==> config.mk <==
export PLATFORM = sky130hd
export DESIGN_NAME = hazard_ctrl
export DESIGN_NICKNAME = d
export VERILOG_FILES = /design/src/rtl/hazard_ctrl_pkg.sv /design/src/rtl/hazard_fwd_match.sv /design/src/rtl/hazard_ctrl.sv
export SDC_FILE = /design/constraint.sdc
export NUM_CORES = 1
export LEC_CHECK = 0
export ABC_CLOCK_PERIOD_IN_PS = 2200
export BUFFER_PORTS_ARGS = -buffer_cell sky130_fd_sc_hd__buf_4
export CAP_MARGIN = 0
export CORE_MARGIN = 1.5
export CORE_UTILIZATION = 40
export CTS_CLUSTER_DIAMETER = 150
export DETAILED_ROUTE_END_ITERATION = 16
export SETUP_SLACK_MARGIN = 0.15
export SKIP_LAST_GASP = 1
export SYNTH_ARGS = -nofsm -noshare
export SYNTH_HDL_FRONTEND = slang
export SYNTH_HIERARCHICAL = 1
export SYNTH_SLANG_ARGS = --single-unit
==> constraint.sdc <==
create_clock -name clk -period 2.2 [get_ports clk]
set_input_delay 0.11 -clock clk [delete_from_list [all_inputs] [get_ports clk]]
set_output_delay 0.11 -clock clk [all_outputs]
set_load 0.03 [all_outputs]
==> src/rtl/hazard_ctrl_pkg.sv <==
// Shared types for the pipeline hazard sequencer: forwarding selects, FSM states
// and the x0-aware register match helper.
package hazard_ctrl_pkg;

  typedef enum logic [1:0] {
    FWD_RF  = 2'b00,
    FWD_WB  = 2'b01,
    FWD_MEM = 2'b10
  } fwd_sel_t;

  typedef enum logic [1:0] {
    HZ_RUN,
    HZ_LD_STALL,
    HZ_FLUSH
  } hazard_state_t;

  // x0 is hard-wired zero, so it never produces a hazard or a forward.
  function automatic logic reg_hit(input logic [4:0] rd, input logic [4:0] rs);
    return (rd != 5'd0) && (rd == rs);
  endfunction

endpackage

==> src/rtl/hazard_fwd_match.sv <==
// Per-operand comparator: EX forwarding select for the next cycle and the
// same-cycle WB bypass for the register-file read in ID.
module hazard_fwd_match
  import hazard_ctrl_pkg::*;
(
  input  logic [4:0] rs,
  input  logic [4:0] ex_rd,
  input  logic       ex_reg_write,
  input  logic       ex_is_load,
  input  logic [4:0] mem_rd,
  input  logic       mem_reg_write,
  input  logic [4:0] wb_rd,
  input  logic       wb_reg_write,
  output fwd_sel_t   sel,
  output logic       byp
);

  // Producers are named by where they will be once this instruction reaches EX.
  always_comb begin
    sel = FWD_RF;
    if (ex_reg_write && !ex_is_load && reg_hit(ex_rd, rs)) begin
      sel = FWD_MEM;
    end else if (mem_reg_write && reg_hit(mem_rd, rs)) begin
      sel = FWD_WB;
    end
  end

  assign byp = wb_reg_write & reg_hit(wb_rd, rs);

endmodule

==> src/rtl/hazard_ctrl.sv <==
// Pipeline sequencer: load-use stall, redirect flush, forwarding selects and
// stall/flush performance counters for the 5-stage core.
module hazard_ctrl
  import hazard_ctrl_pkg::*;
#(
  parameter int unsigned FLUSH_CYCLES = 1,
  parameter int unsigned CNT_W        = 32
) (
  input  logic             clk,
  input  logic             reset,
  input  logic             id_valid,
  input  logic [4:0]       id_rs1,
  input  logic [4:0]       id_rs2,
  input  logic             id_rs1_used,
  input  logic             id_rs2_used,
  input  logic [4:0]       ex_rd,
  input  logic             ex_reg_write,
  input  logic             ex_is_load,
  input  logic             ex_redirect,
  input  logic [4:0]       mem_rd,
  input  logic             mem_reg_write,
  input  logic [4:0]       wb_rd,
  input  logic             wb_reg_write,
  output logic             stall_if,
  output logic             stall_id,
  output logic             bubble_ex,
  output logic             flush_id,
  output logic             id_valid_mask,
  output logic             id_byp_a,
  output logic             id_byp_b,
  output logic [1:0]       fwd_a_ex,
  output logic [1:0]       fwd_b_ex,
  output logic [CNT_W-1:0] stall_cnt,
  output logic [CNT_W-1:0] flush_cnt
);

  localparam int unsigned FC_W = (FLUSH_CYCLES > 1) ? $clog2(FLUSH_CYCLES) : 1;

  hazard_state_t   state;
  logic [FC_W-1:0] fcnt;
  logic            mask_q;
  fwd_sel_t        fwd_a_q, fwd_b_q;
  fwd_sel_t        sel_a, sel_b;
  logic            lu, stall_ev;

  hazard_fwd_match u_match_a (
    .rs            (id_rs1),
    .ex_rd         (ex_rd),
    .ex_reg_write  (ex_reg_write),
    .ex_is_load    (ex_is_load),
    .mem_rd        (mem_rd),
    .mem_reg_write (mem_reg_write),
    .wb_rd         (wb_rd),
    .wb_reg_write  (wb_reg_write),
    .sel           (sel_a),
    .byp           (id_byp_a)
  );

  hazard_fwd_match u_match_b (
    .rs            (id_rs2),
    .ex_rd         (ex_rd),
    .ex_reg_write  (ex_reg_write),
    .ex_is_load    (ex_is_load),
    .mem_rd        (mem_rd),
    .mem_reg_write (mem_reg_write),
    .wb_rd         (wb_rd),
    .wb_reg_write  (wb_reg_write),
    .sel           (sel_b),
    .byp           (id_byp_b)
  );

  assign lu = id_valid & mask_q & ex_is_load & ex_reg_write
            & ((id_rs1_used & reg_hit(ex_rd, id_rs1)) | (id_rs2_used & reg_hit(ex_rd, id_rs2)));

  // A redirect squashes the ID instruction, so it overrides any load-use stall.
  assign stall_ev  = lu & ~ex_redirect;
  assign stall_if  = ~reset & stall_ev;
  assign stall_id  = ~reset & stall_ev;
  assign bubble_ex = ~reset & (stall_ev | ex_redirect);
  assign flush_id  = ~reset & ex_redirect;

  assign id_valid_mask = mask_q;
  assign fwd_a_ex      = fwd_a_q;
  assign fwd_b_ex      = fwd_b_q;

  always_ff @(posedge clk) begin
    if (reset) begin
      state     <= HZ_RUN;
      fcnt      <= '0;
      mask_q    <= 1'b1;
      fwd_a_q   <= FWD_RF;
      fwd_b_q   <= FWD_RF;
      stall_cnt <= '0;
      flush_cnt <= '0;
    end else begin
      if (ex_redirect) begin
        state     <= HZ_FLUSH;
        fcnt      <= FC_W'(FLUSH_CYCLES - 1);
        mask_q    <= 1'b0;
        flush_cnt <= flush_cnt + CNT_W'(1);
      end else begin
        unique case (state)
          HZ_RUN, HZ_LD_STALL: begin
            if (lu) begin
              state     <= HZ_LD_STALL;
              stall_cnt <= stall_cnt + CNT_W'(1);
            end else begin
              state <= HZ_RUN;
            end
          end
          HZ_FLUSH: begin
            if (fcnt == '0) begin
              state  <= HZ_RUN;
              mask_q <= 1'b1;
            end else begin
              fcnt <= fcnt - FC_W'(1);
            end
          end
          default: begin
            state  <= HZ_RUN;
            mask_q <= 1'b1;
          end
        endcase
      end

      if (!stall_ev) begin
        fwd_a_q <= ex_redirect ? FWD_RF : sel_a;
        fwd_b_q <= ex_redirect ? FWD_RF : sel_b;
      end
    end
  end

endmodule

# --- Yosys cells after proc, flatten, opt, wreduce, memory -nomap -nowiden ---
# Index checks and enable logic that the tools add are counted.
op_classes:
  n_addsub: 3
  multipliers: 0
  div: 0
  n_lt_le_gt_ge: 0
  n_eq_ne: 11
  shift: 0
  mux: 14
  bitwise_logic: 16
  n_reduce_logical: 20
ops:
  columns: ["op", "count"]
  rows:
  - ["32-bit by 1-bit adder with 32-bit output, second input constant", 2]
  - ["5-bit == test", 6]
  - ["5-bit nonzero test", 3]
  - ["1-bit bitwise AND", 12]
  - ["2-bit 2-to-1 mux", 6]
  - ["1-bit logical AND", 11]
  - ["1-bit 2-to-1 mux", 6]
  - ["2-bit != test, second input constant", 2]
  - ["2-bit one-hot mux with 2 select lines", 1]
  - ["2-bit OR reduction", 2]
  - ["3-bit != test, second input constant", 1]
  - ["3-bit AND reduction", 1]
  - ["2-bit by 1-bit == test with 1-bit output, second input constant", 1]
  - ["2-bit == test, second input constant", 1]
  - ["2-bit logical NOT", 1]
  - ["1-bit inverter", 2]
  - ["1-bit OR", 2]
  - ["1-bit one-hot mux with 2 select lines", 1]
  - ["2-bit AND reduction", 1]
  - ["1-bit logical NOT", 1]
  - ["1-bit subtractor, second input constant", 1]
word_totals:
  reg_bits: 72
  latchBits: 0
  mem_bits_rw: 0
  rom_bits: 0
  in_bits: 35
  memories: 0

# --- Logic depth before layout (Yosys ltp) ---
depth:
  ltp_word: 8
  ltp_mapped: 8

# --- Hierarchy ---
# Netlist, hierarchy kept.
modules_own_cells:
  columns: ["mod", "instances", "cells_each", "area_each_um2"]
  rows:
  - ["hazard_ctrl", 1, 419, 3502.1]
  - ["hazard_fwd_match", 2, 33, 241.5]

# --- Worst setup path after synthesis ---
# Ideal clock, no wire load.
synth_path:
  path_kind: "flip-flop to output port"
  start: "register mask_q, in the netlist id_valid_mask"
  end: "output stall_if"
  arrival_time_ns: 2.284
  required_ns: 2.090
  setup_slack_ns: -0.194
  stages_incl_launch_ff: 7
  path_cell_list: "dfxtp_1 > and4_1 > o21ai_0 > or2_1 > clkbuf_1 > nor3_1 > buf_4"
synth_between:
  elab_chain_len: 6
synth_rtl:
  columns: ["item", "line", "rtl"]
  rows:
  - ["from (decl)", "hazard_ctrl.sv:41", "logic mask_q;"]
  - ["from (signal assigned)", "hazard_ctrl.sv:90", "mask_q <= 1'b1;"]
  - ["from (signal assigned)", "hazard_ctrl.sv:99", "mask_q <= 1'b0;"]
  - ["from (signal assigned)", "hazard_ctrl.sv:114", "mask_q <= 1'b1;"]
  - ["1-bit bitwise AND (3 in series)", "hazard_ctrl.sv:72", "assign lu = id_valid & mask_q & ex_is_load & ex_reg_write"]
  - ["1-bit bitwise AND", "hazard_ctrl.sv:73", "& ((id_rs1_used & reg_hit(ex_rd, id_rs1)) | (id_rs2_used & reg_hit(ex_rd, id_rs2)));"]
  - ["1-bit bitwise AND", "hazard_ctrl.sv:76", "assign stall_ev = lu & ~ex_redirect;"]
  - ["1-bit bitwise AND", null, null]
  - ["to (decl)", "hazard_ctrl.sv:24", "output logic stall_if,"]
# No other way between the ends.

# --- Final worst setup path ---
layout_path:
  start: "register flush_cnt[9]"
  end: "register flush_cnt[23]"
layout_between:
  elab_chain_len: 1
layout_rtl:
  columns: ["item", "line", "rtl"]
  rows:
  - ["from (decl)", "hazard_ctrl.sv:34", "output logic [CNT_W-1:0] flush_cnt"]
  - ["from (signal assigned)", "hazard_ctrl.sv:100", "flush_cnt <= flush_cnt + CNT_W'(1);"]
  - ["32-bit by 1-bit adder with 32-bit output", "hazard_ctrl.sv:100", null]
# No other way between the ends.
# A chain may end at the register's enable or synchronous reset.

==> impl_metrics.yaml <==
drt:
  via_count: 4005
  postRouteAntennaNets: 0
  drt_pass1_iterations: 4
  avgViaCountPerCell: 5.494
  drc_errors: 0
  routed_wl_mm: 10.62
  wl_per_cell_um: 14.57
  drt_iter0_drc: 143
cells_and_area:
  areaGrowthSynthToFinish_pct: 31.71
  drive_above_1_share_pct: 29.87
  nets: 628
  finish.utilization_pct: 53.95
  diodes: 0
global_route:
  grt_pass1_vias: 3453
  antenna_found_initial: 0
  grt_usage_pct: 19.81
  grt_max_degree: 65
  grt-ovfl-total: 0
  grt_pass1_wl_mm: 16.61
floorplanning:
  core_um2: 9729
  die_h_um: 102.8
  fp.dieW_um: 102.8
  initial_utilization_pct: 40.96
  dieArea_um2: 10570
  pin_count: 110
  rows: 36
synth:
  async_flop_share_pct: 0
  netlist_area_um2: 3985
  synth_area_leaders: "dfxtp_1, xnor2_1, or4_1"
  ys.flop_type: "dfxtp_1"
  synth_nets: 522
  synth-seq-cells: 70
  synthCells: 485
  synth.distinct_cells: 45
  synth_top_area_cell: "dfxtp_1"
  syn_area_per_cell_um2: 8.217
  ys_warn_count: 6
  synth_edf_count: 0
  seq_area_frac_synth_pct: 35.16
  synth_top_cell_area_share_pct: 35.16
power:
  p_per_area_nw_per_um2: 516.6
  peakVddDrop_mv: 0.3608
  leakagePower_nw: 1.838
clock_tree:
  cts_tree: "yes"
  cts_root_buf: "clkbuf_8"
  cts_sinks: 70
  clk_latency_ns: 0.34
  worst_setup_hold_path_clk_slew_ns: 0.09
  cts_buffers: 9
  clk_path_buf_depth: 2
  cts-htree-levels: 3
timing:
  final.setup_skew_ns: 0.01713
  finalSetupViolCount: 0
  fmax_mhz: 507.1
  setup_slack_ns: 0.2281
  hold_violations: 0
  drv_slew: 0
  final.min_clock_period_ns: 1.972
  whs_ns: 0.07917
  rsz0062_at_grt: "yes"
  period_share_pct: 89.63
  tightest_slew_ns: 0.4709
  max_slew_margin_pct: 68.32
  setup_tns_ns: 0
run_status:
  status: "complete, no violations"
worst_setup_path:
  start_kind: "flip-flop"
  worstPathRequired_ns: 2.46
  critPathArrivalTime_ns: 2.23
  r2r-start: "flush_cnt[9]"
  critPathLaunch: "flush_cnt[9]"
  cp-end-kind: "flip-flop"
  cp-endpoint: "flush_cnt[23]"
  ff2ff_path_depth: 6
  rr_endpoint: "flush_cnt[23]"
  reg2reg_setup_slack_ns: 0.23
  crit_type: "flip-flop to flip-flop"
  path_max_fanout: 6
worst_hold_path:
  hp-class: "input port to flip-flop"
placement:
  place.gp.congestion: 0.8722
  dp_hpwl_mm: 7.648
  numPortBuffers: 109
  dpl_worst_slack_ns: 0.06278
job:
  max_cap_violations: 0
==> cells by family (layout without fill, tap and decap cells) <==
family,count (synthesis),after routing,synth area share [%]
AO/OA/AOI/OAI,95,95,14.41
AND/OR/NAND/NOR,215,215,31.02
multiplexers,2,2,0.5337
XOR/XNOR,59,59,12.97
adder cells (fa/ha/maj),2,2,0.6278
flip-flops,70,70,35.16
buffers and inverters,42,153,5.275
==> layout make-up <==
class | instances | area (um2)
fillers | 954 | 4481
clock inverters | 6 | 95.09
clock buffers | 10 | 127.6
well taps | 133 | 166.4
inverters | 10 | 37.54
repair buffers | 127 | 965.9
flip-flops and latches | 70 | 1411
multi-input cells | 373 | 2445
==> layout by cell type, fill, tap and decap left out, types with 12 or more instances in the layout <==
master     n
buf_4    126
dfxtp_1   62
a21oi_1   44
xnor2_1   38
nor2_1    36
or4_1     31
nand2_1   30
o31ai_1   30
nand3_1   25
xor2_1    21
nand4_1   18
nor3_1    16
o21ai_0   14
nor4_1    12
==> layer usage <==
layer	wire (um)	vias to the layer above	GRT usage [%]	part of all wire, %
met4	106	0	6.861	1.0
met1	4901	1882	27.11	46
met2	4858	108	31.07	46
met5	0	-	0	0
met3	755	9	4.136	7.1
li1	-	2006	-	-
==> where the power goes <==
part / total [mW] / leakage, nW / switching [mW] / internal [mW]
combinational: 0.272 / 1.16 / 0.157 / 0.115
sequential: 1.28 / 0.569 / 0.00664 / 1.27
clock: 1.16 / 0.111 / 0.511 / 0.649
total: 2.71 / 1.84 / 0.675 / 2.04
==> state kept, by name (all words and copies together), names as in the netlist <==
register	cells
fwd_a_ex	2
stall_cnt	32
state	1
flush_cnt	32
id_valid_mask	1
fwd_b_ex	2
==> synth_stat cells, types with 3 or more instances <==
| cell | instances |
|---|---|
| xnor2_1 | 38 |
| and4_1 | 3 |
| o31ai_1 | 30 |
| o21ai_0 | 14 |
| or2_2 | 4 |
| dfxtp_1 | 70 |
| or4_1 | 32 |
| a21oi_1 | 44 |
| xor2_1 | 21 |
| clkbuf_1 | 16 |
| o211ai_1 | 4 |
| nand2_1 | 30 |
| nand3_1 | 25 |
| nor4_1 | 15 |
| inv_1 | 10 |
| nand4_1 | 18 |
| or3_1 | 7 |
| nor2_1 | 37 |
| nor3_1 | 18 |
| nor3_2 | 4 |
| buf_2 | 11 |
==> worst max-delay path, cell delays in order (launching register included) <==
cell and delay, ns:
dfxtp_1 0.39, and4_2 0.31, and4_1 0.27, nand4_1 0.25
buf_4 0.22, or3_1 0.33, a21oi_1 0.13
==> worst min-delay path by stage <==
stage,to,slack (ns),depth (start not counted),start
final,id_valid_mask,0.08,2,ex_redirect
after global routing,id_valid_mask,0.07,2,ex_redirect
after CTS,id_valid_mask,0.06,2,ex_redirect
after detailed placement,id_valid_mask,0.42,2,ex_redirect
after global placement,id_valid_mask,0.41,2,ex_redirect
after floorplan,id_byp_a,0.38,2,wb_reg_write
==> metrics by stage <==
step | cell area, um2 | total power, mW | std cells
CTS | 5194 | 2.740 | 727
finish | 5249 | 2.712 | 729
detailed placement | 4965 | 1.579 | 711
floorplan | 4001 | 1.465 | 485
global route | 5249 | 2.818 | 729
global placement | 4965 | 1.572 | 711
==> timing repair <==
item,4_1_cts,5_1_grt
setup buffers,0,2
hold buffers,0,0
endpoints found under the setup margin,1,23
resized for setup,1,11
pin swaps,0,3
No activity file was read; power rests on OpenSTA's default activity.
